File: src/rtl/serial_subtractor.sv
`default_nettype none
`timescale 1ns/1ps
// +--------------------------------------------------------------------------+
// | Module      : serial_subtractor                                          |
// | Description : Bit-serial two's-complement subtractor. Computes a - b     |
// |               LSB-first with one full-subtractor cell and a registered   |
// |               borrow, one bit per clock, behind a start/busy/done        |
// |               handshake.                                                 |
// | Ports       : clk, rst (async, active-high)                              |
// |               start      - request, sampled only in IDLE                 |
// |               a, b       - minuend / subtrahend, captured on accept      |
// |               busy       - high while in RUN and DONE                    |
// |               done       - one-cycle pulse, result valid                 |
// |               diff       - a - b mod 2^WIDTH, held until next accept     |
// |               borrow_out - unsigned a < b, held with diff                |
// |               ovf        - signed overflow, held with diff               |
// | Option      : define SERIAL_SUB_OVF_EN to drive ovf; otherwise ovf is 0  |
// |               and no operand sign bits are kept.                         |
// | Revision    : 1.0 - initial release                                      |
// +--------------------------------------------------------------------------+
module serial_subtractor #(
    parameter int WIDTH = 8
) (
    input  logic             clk,
    input  logic             rst,
    input  logic             start,
    input  logic [WIDTH-1:0] a,
    input  logic [WIDTH-1:0] b,
    output logic             busy,
    output logic             done,
    output logic [WIDTH-1:0] diff,
    output logic             borrow_out,
    output logic             ovf
);

    localparam int c_CNT_W = (WIDTH > 2) ? $clog2(WIDTH) : 1;
    localparam logic [c_CNT_W-1:0] c_LAST = c_CNT_W'(WIDTH - 1);

    localparam logic [1:0] c_IDLE = 2'd0;
    localparam logic [1:0] c_RUN  = 2'd1;
    localparam logic [1:0] c_DONE = 2'd2;

    logic [1:0]         r_state;
    logic [c_CNT_W-1:0] r_cnt;
    logic [WIDTH-1:0]   r_a;
    logic [WIDTH-1:0]   r_b;
    logic               r_br;
    logic [WIDTH-1:0]   r_diff;
    logic               r_busy;
    logic               r_done;
    logic               r_borrow;

    logic w_accept;
    logic w_run_last;
    logic w_d;
    logic w_br_nxt;

    // Full-subtractor cell on the current operand LSBs.
    assign w_d        = r_a[0] ^ r_b[0] ^ r_br;
    assign w_br_nxt   = (~r_a[0] & r_b[0]) | (~(r_a[0] ^ r_b[0]) & r_br);
    assign w_accept   = (r_state == c_IDLE) && start;
    assign w_run_last = (r_state == c_RUN) && (r_cnt == c_LAST);

    always_ff @(posedge clk or posedge rst) begin
        if (rst) begin
            r_state  <= c_IDLE;
            r_cnt    <= '0;
            r_a      <= '0;
            r_b      <= '0;
            r_br     <= 1'b0;
            r_diff   <= '0;
            r_busy   <= 1'b0;
            r_done   <= 1'b0;
            r_borrow <= 1'b0;
        end else begin
            case (r_state)
                c_IDLE: begin
                    r_done <= 1'b0;
                    if (start) begin
                        r_a      <= a;
                        r_b      <= b;
                        r_br     <= 1'b0;
                        r_cnt    <= '0;
                        r_diff   <= '0;
                        r_borrow <= 1'b0;
                        r_busy   <= 1'b1;
                        r_state  <= c_RUN;
                    end
                end
                c_RUN: begin
                    r_a    <= r_a >> 1;
                    r_b    <= r_b >> 1;
                    r_br   <= w_br_nxt;
                    // Result bits enter at the MSB so the word is LSB-aligned
                    // after exactly WIDTH shifts.
                    r_diff <= {w_d, r_diff[WIDTH-1:1]};
                    r_cnt  <= r_cnt + c_CNT_W'(1);
                    if (r_cnt == c_LAST) begin
                        // Outputs are registered, so the pulse and the final
                        // borrow are loaded on the edge that enters DONE.
                        r_borrow <= w_br_nxt;
                        r_done   <= 1'b1;
                        r_state  <= c_DONE;
                    end
                end
                c_DONE: begin
                    r_done  <= 1'b0;
                    r_busy  <= 1'b0;
                    r_state <= c_IDLE;
                end
                default: begin
                    r_done  <= 1'b0;
                    r_busy  <= 1'b0;
                    r_state <= c_IDLE;
                end
            endcase
        end
    end

    assign busy       = r_busy;
    assign done       = r_done;
    assign diff       = r_diff;
    assign borrow_out = r_borrow;

`ifdef SERIAL_SUB_OVF_EN
    logic r_a_msb;
    logic r_b_msb;
    logic r_ovf;

    // Operand sign bits are shifted out during RUN, so they are kept aside
    // at accept for the overflow decision on the final bit.
    always_ff @(posedge clk or posedge rst) begin
        if (rst) begin
            r_a_msb <= 1'b0;
            r_b_msb <= 1'b0;
            r_ovf   <= 1'b0;
        end else if (w_accept) begin
            r_a_msb <= a[WIDTH-1];
            r_b_msb <= b[WIDTH-1];
            r_ovf   <= 1'b0;
        end else if (w_run_last) begin
            // w_d is the final diff MSB being shifted in on this edge.
            r_ovf <= (r_a_msb != r_b_msb) && (w_d != r_a_msb);
        end
    end

    assign ovf = r_ovf;
`else
    logic w_unused_ovf;
    assign w_unused_ovf = w_accept ^ w_run_last;
    assign ovf          = 1'b0;
`endif

endmodule
`default_nettype wire

File: config.mk
export PLATFORM = sky130hd
export DESIGN_NAME = serial_subtractor
export DESIGN_NICKNAME = d
export VERILOG_FILES = /design/src/rtl/serial_subtractor.sv
export SDC_FILE = /design/constraint.sdc
export NUM_CORES = 1
export LEC_CHECK = 0
export CORE_MARGIN = 5
export CORE_UTILIZATION = 53
export CTS_BUF_LIST = sky130_fd_sc_hd__clkbuf_8
export CTS_CLUSTER_SIZE = 12
export DETAILED_ROUTE_END_ITERATION = 10
export HOLD_SLACK_MARGIN = 0.1
export PLACE_DENSITY = 0.78
export RECOVER_POWER = 50
export SYNTH_ARGS = -nofsm -noshare
export SYNTH_HDL_FRONTEND = slang
export SYNTH_SLANG_ARGS = --single-unit
File: constraint.sdc
create_clock -name clk -period 1.88 [get_ports clk]
set_clock_uncertainty 0.2 [all_clocks]
set_input_delay 0.376 -clock clk [delete_from_list [all_inputs] [get_ports clk]]
set_output_delay 0.376 -clock clk [all_outputs]
set_load 0.01 [all_outputs]
==> flow_metrics.env, run 1 <==
export IMPL_run_status="finished, final reports clean"
export IMPL_unrepaired_setup_endpoints_after_global_routing="false"
export IMPL_worst_r2r_cell_count=4
export IMPL_post_synth_top_count_cell="sky130_fd_sc_hd__dfrtp_1"
export IMPL_initial_core_util=0.5587
export IMPL_postCtsResizedCells=0
export IMPL_synth_net_count=156
export IMPL_tritoncts_num_buffers=5
export IMPL_syn_to_final_growth_pct=27.05
export IMPL_clock_insertion_delay_worst_skew_ns=0.28
export IMPL_synth_area_top_cells="sky130_fd_sc_hd__dfrtp_1 53%, sky130_fd_sc_hd__a221oi_2 7.7%, sky130_fd_sc_hd__nor3b_1 7.2%"
export IMPL_crit_reg2reg_capture="r_cnt[0]"
export IMPL_max_clock_path_buffers=2
export IMPL_dp_final_hpwl_um=2195
export IMPL_pwr_density_cell_mw_per_mm2=1588
export IMPL_tritoncts_clock_tree="yes"
export IMPL_critPathCapture="diff[5]"
export IMPL_route_detailed_drc=0
export IMPL_crit_path_cell_trace="clkdlybuf4s50_1"
export IMPL_hold_viol_final=0
export IMPL_design_core_area_mm2=0.002781
export IMPL_grt_antenna_before_repair=0
export IMPL_syn_avg_cell_area_um2=11.60
export IMPL_cpMaxStageDelayCell="sky130_fd_sc_hd__clkdlybuf4s50_1"
export IMPL_synth_ff_latch_count=33
export IMPL_timing_worst_slew_pin_value_ns=0.7999
export IMPL_yosysSeqAreaShare=0.5314
export IMPL_grt_overflow_total=0
export IMPL_arrival_worst_endpoint_ns=1.21
export IMPL_nets=192
export IMPL_clk_pin_slew_worst_paths_ns=0.06
export IMPL_worstPathMaxFanout=3
export IMPL_cp_depth=1
export IMPL_synth_async_sr_flop_share=1.000
export IMPL_critical_path_class="flip-flop to primary output"
export IMPL_maxClockFrequency_mhz=559.7
export IMPL_postRouteAntennaNets=0
export IMPL_proportion_of_netlist_area_held_by_the_largest_area_contributor=0.5314
export IMPL_static_leakage_power_nw=0.9158
export IMPL_track_usage=0.1722
export IMPL_cts_htree_levels=2
export IMPL_ctsHoldBuffers=0
export IMPL_gp_congestion=0.7271
export IMPL_detail_route_wirelength_um=3076
export IMPL_number_of_violations_of_the_max_capacitance_limit=0
export IMPL_post_route_period_util=0.9503
export IMPL_irDropWorstVdd_v=0.001220
export IMPL_drt_wirelength_per_cell_um=15.23
export IMPL_row_count=19
export IMPL_io_pins=31
export IMPL_drt_first_iter_violations=44
export IMPL_final_hold_worst_slack_ns=0.2872
export IMPL_avgViaCountPerCell=5.663
export IMPL_synthCells=134
export IMPL_wire_length_of_the_first_global_routing_pass_um=5540
export IMPL_startpoint="diff[5]"
export IMPL_io_buffer_count=29
export IMPL_firstDrtPassIters=4
export IMPL_antenna_diode_count=0
export IMPL_grt_start_max_net_pins=34
export IMPL_crit_buf_inv=1
export IMPL_fp_dieH_um=64.15
export IMPL_synth_cell_area_mm2=0.001554
export IMPL_layout_drive_gt1_share=0.1520
export IMPL_tritoncts_num_sinks=33
export IMPL_dr_total_vias=1144
export IMPL_yosys_warnings=0
export IMPL_crit_required_ns=1.30
export IMPL_first_global_vias=1233
export IMPL_finish_utilization=0.7099
export IMPL_path_delay_family="buffers and inverters"
export IMPL_critical_path_startpoint_type="flip-flop"
export IMPL_endpoint_kind="primary output"
export IMPL_r2r_slack_ns=0.15
export IMPL_hold_path_class="flip-flop to flip-flop"
export IMPL_synth_top_cell_by_area="sky130_fd_sc_hd__dfrtp_1"
export IMPL_crit_reg2reg_launch="r_state[1]"
export IMPL_final_report_setup_violation_count=0
export IMPL_synth_cell_type_count=21
export IMPL_slew_viol_final=0
export IMPL_root_buffer="sky130_fd_sc_hd__clkbuf_8"
export IMPL_cts_setup_buffers=0
export IMPL_synth_top_cells_by_count="33 x sky130_fd_sc_hd__dfrtp_1, 16 x sky130_fd_sc_hd__inv_1, 15 x sky130_fd_sc_hd__nor3b_1, 14 x sky130_fd_sc_hd__nor2_1, 12 x sky130_fd_sc_hd__a22o_1"
export IMPL_number_of_enable_type_register_cells_in_the_synthesized_netlist=0
export IMPL_cp_slowest_stage_delay_ns=0.55
export IMPL_synth_main_ff_cell="sky130_fd_sc_hd__dfrtp_1"
export IMPL_min_period_ns=1.787
export IMPL_die_w_um=64.15
export IMPL_die_area_mm2=0.004115
export IMPL_maxSlewHeadroom=0.4667
-- layer usage --
metal / wire [um] / vias up / global-route usage
li1: - / 542 / -
met1: 1307 / 570 / 0.1970
met2: 1498 / 24 / 0.2864
met3: 189 / 8 / 0.04378
met4: 80 / 0 / 0.1069
met5: 0 / - / 0
-- cell families after synthesis --
family                     synth area share
and+or+nand+nor                      0.1329
AOI/OAI and AO/OA                    0.2110
buffers and inverters               0.08615
DFF                                  0.5314
muxes                              0.007246
adders and majority gates           0.02898
other                              0.002413
-- placed cells by master (no fill, tap or decap), drive strengths merged, types with 2 or more instances in the layout --
cell / n
nor3b: 15
clkdlybuf4s50: 28
clkbuf: 9
buf: 8
a22o: 12
ha: 2
inv: 20
nor2b: 4
o21a: 3
nor2: 14
dfrtp: 33
a221oi: 14
-- flip-flops by register name, summed over array words and instances, names as in the netlist --
register / flops
diff: 8
r_a: 8
r_b: 8
r_cnt: 3
r_state: 2
borrow_out: 1
busy: 1
done: 1
r_br: 1
-- power breakdown --
group / total (mW) / internal, mW / switching (mW)
clock network: 0.484 / 0.246 / 0.238
registers: 1.23 / 1.03 / 0.193
logic: 1.42 / 0.781 / 0.643
total: 3.13 / 2.06 / 1.07
-- cell type report --
| class | count | area (um2) |
|---|---|---|
| flip-flops and latches | 33 | 825.8 |
| fillers | 244 | 807.0 |
| multi-input cells | 72 | 598.1 |
| repair buffers | 41 | 367.9 |
| clock buffers | 5 | 68.82 |
| inverters | 17 | 63.81 |
| well taps | 31 | 38.79 |
| clock inverters | 3 | 11.26 |
-- worst min path at each step --
stage	from	end	cells after the start
floorplan	r_cnt[1]	r_cnt[1]	1
global placement	done	done	1
detailed placement	done	done	1
CTS	done	done	1
global route	done	done	1
finish	done	done	1
-- per-stage QoR --
| stage | instances | setup slack [ns] | power, mW | setup TNS [ns] | area, um2 |
|---|---|---|---|---|---|
| after floorplan | 134 | 0.3576 | 2.175 | 0 | 1554 |
| after global placement | 194 | -0.01191 | 2.622 | -0.07155 | 1907 |
| after detailed placement | 194 | -0.05734 | 2.685 | -0.4942 | 1907 |
| after CTS | 202 | 0.07912 | 3.182 | 0 | 1987 |
| after global routing | 202 | 0.03633 | 3.379 | 0 | 1974 |
| final | 202 | 0.09339 | 3.135 | 0 | 1974 |
Power figures use the tool's default switching activity.
==> run 2, diff against run 1 <==
--- a/config.mk
+++ b/config.mk
@@ -13,6 +13,7 @@
 export HOLD_SLACK_MARGIN = 0.1
 export PLACE_DENSITY = 0.78
 export RECOVER_POWER = 50
+export SETUP_SLACK_MARGIN = 0.1
 export SYNTH_ARGS = -nofsm -noshare
 export SYNTH_HDL_FRONTEND = slang
 export SYNTH_SLANG_ARGS = --single-unit
==> run 2 against run 1 <==
  * Worst setup slack gained 0.14 ns
  * Combinational power decreased by 4%
  * Register-to-register slack better by 0.12 ns
  * First-iteration DRC count up 23%
  * Hold slack better by 0.00062 ns
  * Critical path type is now input port to flip-flop
==> flow_metrics.env, run 2 (synthesis results as in run 1) <==
export IMPL_dr_total_vias=1155
export IMPL_final_cell_area_mm2=0.001971
export IMPL_post_route_period_util=0.8740
export IMPL_total_power_mw=3.079
export IMPL_crit_required_ns=1.84
export IMPL_hold_path_startpoint="done"
export IMPL_run_status="finished, final reports clean"
export IMPL_layout_drive_gt1_share=0.1579
export IMPL_startpoint="start"
export IMPL_total_net_switching_power_mw=1.074
export IMPL_placed_cells_incl_taps=194
export IMPL_slew_viol_final=0
export IMPL_postCtsResizedCells=8
export IMPL_antenna_diode_count=0
export IMPL_syn_to_final_growth_pct=26.81
export IMPL_firstDrtPassIters=4
export IMPL_timing_worst_slew_pin_value_ns=0.8007
export IMPL_number_of_violations_of_the_max_capacitance_limit=0
export IMPL_register_area_um2=825.8
export IMPL_static_leakage_power_nw=0.9483
export IMPL_row_count=19
export IMPL_crit_reg2reg_launch="r_a[0]"
export IMPL_wire_length_of_the_first_global_routing_pass_um=5609
export IMPL_fp_dieH_um=64.15
export IMPL_track_usage=0.1740
export IMPL_tritoncts_num_buffers=5
export IMPL_critical_path_startpoint_type="input port"
export IMPL_initial_core_util=0.5587
export IMPL_postRouteAntennaNets=0
export IMPL_io_buffer_count=29
export IMPL_first_global_vias=1245
export IMPL_drt_first_iter_violations=54
export IMPL_post_layout_nonfiller_instances=202
export IMPL_power_internal_mw=2.005
export IMPL_drt_wirelength_per_cell_um=15.32
export IMPL_cpMaxStageDelayCell="sky130_fd_sc_hd__clkdlybuf4s50_1"
export IMPL_maxSlewHeadroom=0.4662
export IMPL_gp_congestion=0.7271
export IMPL_final_report_setup_violation_count=0
export IMPL_unrepaired_setup_endpoints_after_global_routing="false"
export IMPL_endpoint_kind="flip-flop"
export IMPL_grt_overflow_total=0
export IMPL_route_detailed_drc=0
export IMPL_pwr_density_cell_mw_per_mm2=1562
export IMPL_clock_insertion_delay_worst_skew_ns=0.28
export IMPL_die_w_um=64.15
export IMPL_detail_route_wirelength_um=3095
export IMPL_avgViaCountPerCell=5.718
export IMPL_final_hold_worst_slack_ns=0.2878
export IMPL_maxClockFrequency_mhz=608.6
export IMPL_irDropWorstVdd_v=0.001219
export IMPL_cp_slowest_stage_delay_ns=0.45
export IMPL_commonest_cells_after_routing_fill_and_taps_aside="33 x sky130_fd_sc_hd__dfrtp_1, 19 x sky130_fd_sc_hd__inv_1, 17 x sky130_fd_sc_hd__clkdlybuf4s50_1"
export IMPL_path_delay_family="buffers and inverters"
export IMPL_crit_buf_inv=2
export IMPL_grt_start_max_net_pins=34
export IMPL_root_buffer="sky130_fd_sc_hd__clkbuf_8"
export IMPL_worstPathMaxFanout=12
export IMPL_power_frac_seq=0.397
export IMPL_cts_setup_buffers=0
export IMPL_clk_pin_slew_worst_paths_ns=0.06
export IMPL_max_clock_path_buffers=2
export IMPL_multiInputGateArea_um2=598.1
export IMPL_netSwitchingFraction=0.3488
export IMPL_fill_cells=237
export IMPL_min_period_ns=1.643
export IMPL_ctsHoldBuffers=0
export IMPL_crit_path_cell_trace="clkdlybuf4s50_1 -> o21bai_2 -> buf_4 -> a221oi_2"
export IMPL_grt_antenna_before_repair=0
export IMPL_tritoncts_num_sinks=33
export IMPL_design_core_area_mm2=0.002781
export IMPL_final_common_cell="sky130_fd_sc_hd__dfrtp_1"
export IMPL_dp_final_hpwl_um=2195
export IMPL_hold_viol_final=0
export IMPL_post_route_worst_setup_slack_ns=0.2369
export IMPL_arrival_worst_endpoint_ns=1.60
export IMPL_die_area_mm2=0.004115
export IMPL_hold_path_class="flip-flop to flip-flop"
export IMPL_power_clock_fraction=0.157
export IMPL_portion_of_total_power_attributed_to_combinational_logic=0.445
export IMPL_tritoncts_clock_tree="yes"
export IMPL_critical_path_class="input port to flip-flop"
export IMPL_io_pins=31
export IMPL_dpl_worst_slack_ns=-0.05734
export IMPL_nets=192
export IMPL_placed_area_mm2=0.001907
export IMPL_cts_htree_levels=2
==> run 2: changes by cell type in the layout (fill, tap and decap cells not counted) <==
| cell | previous run | this run |
|---|---|---|
| sky130_fd_sc_hd__dlygate4sd2_1 | 0 | 8 |
| sky130_fd_sc_hd__clkdlybuf4s50_1 | 28 | 17 |
| sky130_fd_sc_hd__clkdlybuf4s25_1 | 0 | 3 |
| sky130_fd_sc_hd__buf_4 | 8 | 10 |
| sky130_fd_sc_hd__clkbuf_1 | 2 | 1 |
| sky130_fd_sc_hd__clkbuf_2 | 2 | 1 |
==> run 2: layer usage <==
layer | vias up | track usage | share of wire
met3 | 8 | 0.05254 | 0.063
met2 | 26 | 0.2864 | 0.49
met1 | 578 | 0.1970 | 0.42
li1 | 543 | - | -
met5 | - | 0 | 0
met4 | 0 | 0.1069 | 0.026
==> run 2: metrics by stage <==
stage                     setup TNS (ns)    util
after floorplan                        0       -
after global placement          -0.07155  0.6856
after detailed placement         -0.4942  0.6856
after CTS                              0  0.7108
after global routing                   0  0.7085
final                                  0  0.7085
==> run 2: power by group through the flow <==
stage | combinational (mW) | sequential, mW | clock [mW]
floorplan | 0.928 | 1.25 | 0
CTS | 1.40 | 1.23 | 0.498
global placement | 1.40 | 1.23 | 0
global route | 1.53 | 1.27 | 0.531
finish | 1.37 | 1.22 | 0.485
detailed placement | 1.44 | 1.24 | 0
==> run 2: final timing paths <==
path                       slack [ns]  cells after the start          to
min reg2reg                      0.29                      1        done
min                              0.29                      1        done
min in group asynchronous        0.56                      3     diff[6]
max in group asynchronous        0.42                      3    r_cnt[2]
max reg2reg                      0.27                      4  borrow_out
max                              0.24                      4      r_b[4]
==> run 2: cell type report <==
class | instances | area share
clock buffer | 5 | 0.03492
inverter | 17 | 0.03238
tap | 31 | 0.01968
clock inverter | 3 | 0.005714
sequential | 33 | 0.4190
multi-input combinational | 72 | 0.3035
timing repair buffer | 41 | 0.1848
==> run 3, diff against run 2 <==
==> constraint.sdc (replaced) <==
create_clock -name clk -period 1.6 [get_ports clk]
set_clock_uncertainty 0.2 [all_clocks]
set_input_delay 0.32 -clock clk [delete_from_list [all_inputs] [get_ports clk]]
set_output_delay 0.32 -clock clk [all_outputs]
set_load 0.01 [all_outputs]
==> run 3 against run 2 <==
  * Die area did not move
  * Routed wire length rose by 4.5%
  * Combinational power grew 32%
==> flow_metrics.env, run 3 (synthesis results as in run 1) <==
export IMPL_run_status="finished, final reports clean"
export IMPL_crit_reg2reg_launch="r_b[0]"
export IMPL_drt_first_iter_violations=56
export IMPL_wire_length_of_the_first_global_routing_pass_um=5720
export IMPL_gp_congestion=0.7698
export IMPL_grt_overflow_total=0
export IMPL_power_frac_seq=0.369
export IMPL_power_internal_mw=2.605
export IMPL_hold_path_class="flip-flop to flip-flop"
export IMPL_portion_of_total_power_attributed_to_combinational_logic=0.457
export IMPL_firstDrtPassIters=4
export IMPL_track_usage=0.1746
export IMPL_finish_utilization=0.7589
export IMPL_tritoncts_num_sinks=33
export IMPL_drt_wirelength_per_cell_um=15.40
export IMPL_hold_viol_final=0
export IMPL_placed_cells_incl_taps=194
export IMPL_initial_core_util=0.5587
export IMPL_die_area_mm2=0.004115
export IMPL_postRouteAntennaNets=0
export IMPL_fp_dieH_um=64.15
export IMPL_antenna_diode_count=0
export IMPL_worstPathMaxFanout=2
export IMPL_static_leakage_power_nw=1.001
export IMPL_clock_insertion_delay_worst_skew_ns=0.28
export IMPL_tritoncts_clock_tree="yes"
export IMPL_startpoint="r_b[0]"
export IMPL_endpoint_kind="flip-flop"
export IMPL_irDropWorstVdd_v=0.001635
export IMPL_critical_path_class="flip-flop to flip-flop"
export IMPL_cp_slowest_stage_delay_ns=0.40
export IMPL_maxClockFrequency_mhz=654.7
export IMPL_io_pins=31
export IMPL_commonest_cells_after_routing_fill_and_taps_aside="32 x sky130_fd_sc_hd__dfrtp_1, 17 x sky130_fd_sc_hd__clkdlybuf4s50_1, 15 x sky130_fd_sc_hd__nor3b_1, 15 x sky130_fd_sc_hd__buf_4"
export IMPL_dr_total_vias=1181
export IMPL_grt_antenna_before_repair=0
export IMPL_tritoncts_num_buffers=5
export IMPL_power_clock_fraction=0.174
export IMPL_ctsHoldBuffers=0
export IMPL_min_period_ns=1.527
export IMPL_avgViaCountPerCell=5.624
export IMPL_maxSlewHeadroom=0.4771
export IMPL_crit_buf_inv=0
export IMPL_timing_worst_slew_pin_value_ns=0.7844
export IMPL_post_route_period_util=0.9546
export IMPL_io_buffer_count=29
export IMPL_cts_htree_levels=2
export IMPL_path_delay_family="flip-flops"
export IMPL_detail_route_wirelength_um=3233
export IMPL_slew_viol_final=0
export IMPL_arrival_worst_endpoint_ns=1.49
export IMPL_critical_path_startpoint_type="flip-flop"
export IMPL_hold_path_startpoint="done"
export IMPL_total_net_switching_power_mw=1.358
export IMPL_layout_drive_gt1_share=0.2793
export IMPL_final_common_cell="sky130_fd_sc_hd__dfrtp_1"
export IMPL_root_buffer="sky130_fd_sc_hd__clkbuf_8"
export IMPL_pwr_density_cell_mw_per_mm2=1877
export IMPL_dp_final_hpwl_um=2249
export IMPL_design_core_area_mm2=0.002781
export IMPL_post_layout_nonfiller_instances=210
export IMPL_number_of_violations_of_the_max_capacitance_limit=0
export IMPL_unrepaired_setup_endpoints_after_global_routing="true"
export IMPL_route_detailed_drc=0
export IMPL_cpMaxStageDelayCell="sky130_fd_sc_hd__dfrtp_1"
export IMPL_crit_path_cell_trace="fa_2 -> and4b_1 -> a221o_1"
export IMPL_nets=200
export IMPL_syn_to_final_growth_pct=35.83
export IMPL_die_w_um=64.15
export IMPL_max_clock_path_buffers=2
export IMPL_row_count=19
export IMPL_final_report_setup_violation_count=0
export IMPL_netSwitchingFraction=0.3427
export IMPL_first_global_vias=1263
export IMPL_crit_required_ns=1.57
export IMPL_clk_pin_slew_worst_paths_ns=0.07
export IMPL_grt_start_max_net_pins=34
==> run 3: area by class of cell <==
class | instances | area [um2]
flip-flops and latches | 33 | 827.0
fillers | 193 | 670.6
multi-input cells | 73 | 640.6
repair buffers | 48 | 439.2
clock buffers | 7 | 96.34
inverters | 17 | 63.81
well taps | 31 | 38.79
clock inverters | 1 | 5.005
==> run 3: path summary, 6_finish.rpt <==
check,end,slack (ns),cells past startpoint
min in group asynchronous,diff[1],0.38,3
hold reg to reg,done,0.30,1
max in group asynchronous,r_state[0],0.28,3
hold / removal,done,0.30,1
setup / recovery,borrow_out,0.07,3
setup reg to reg,borrow_out,0.07,3
==> run 3: metal layers <==
layer | track usage | wire, um | up-vias
met2 | 0.2902 | 1598 | 29
met1 | 0.2074 | 1384 | 587
met3 | 0.05604 | 210 | 5
met4 | 0.07379 | 40 | 0
met5 | 0 | 0 | -
li1 | - | - | 560
==> run 3: power groups by stage <==
stage               combinational [mW]  clock [mW]  sequential, mW
global placement                  1.63           0            1.45
finish                            1.81       0.690            1.46
CTS                               1.68       0.699            1.46
global route                      2.03       0.750            1.51
floorplan                         1.10           0            1.47
detailed placement                1.71           0            1.48
==> run 3: through the flow <==
step | total power, mW | hold slack [ns] | setup WS (ns) | setup TNS, ns | area (um2)
after floorplan | 2.563 | 0.2489 | 0.1172 | 0 | 1559
after global placement | 3.086 | 0.2750 | -0.1482 | -3.042 | 1937
after detailed placement | 3.180 | 0.2827 | -0.1810 | -4.281 | 1937
after CTS | 3.835 | 0.1978 | 0.06171 | 0 | 2052
after global routing | 4.286 | 0.3222 | 0.01883 | 0 | 2111
final | 3.962 | 0.3000 | 0.07264 | 0 | 2111
==> run 3: timing repair <==
action,4_1_cts,5_1_grt
gates cloned,0,1
buffers inserted,2,5
resized for setup,16,15
endpoints found under the setup margin,29,31
hold endpoints to repair,0,0
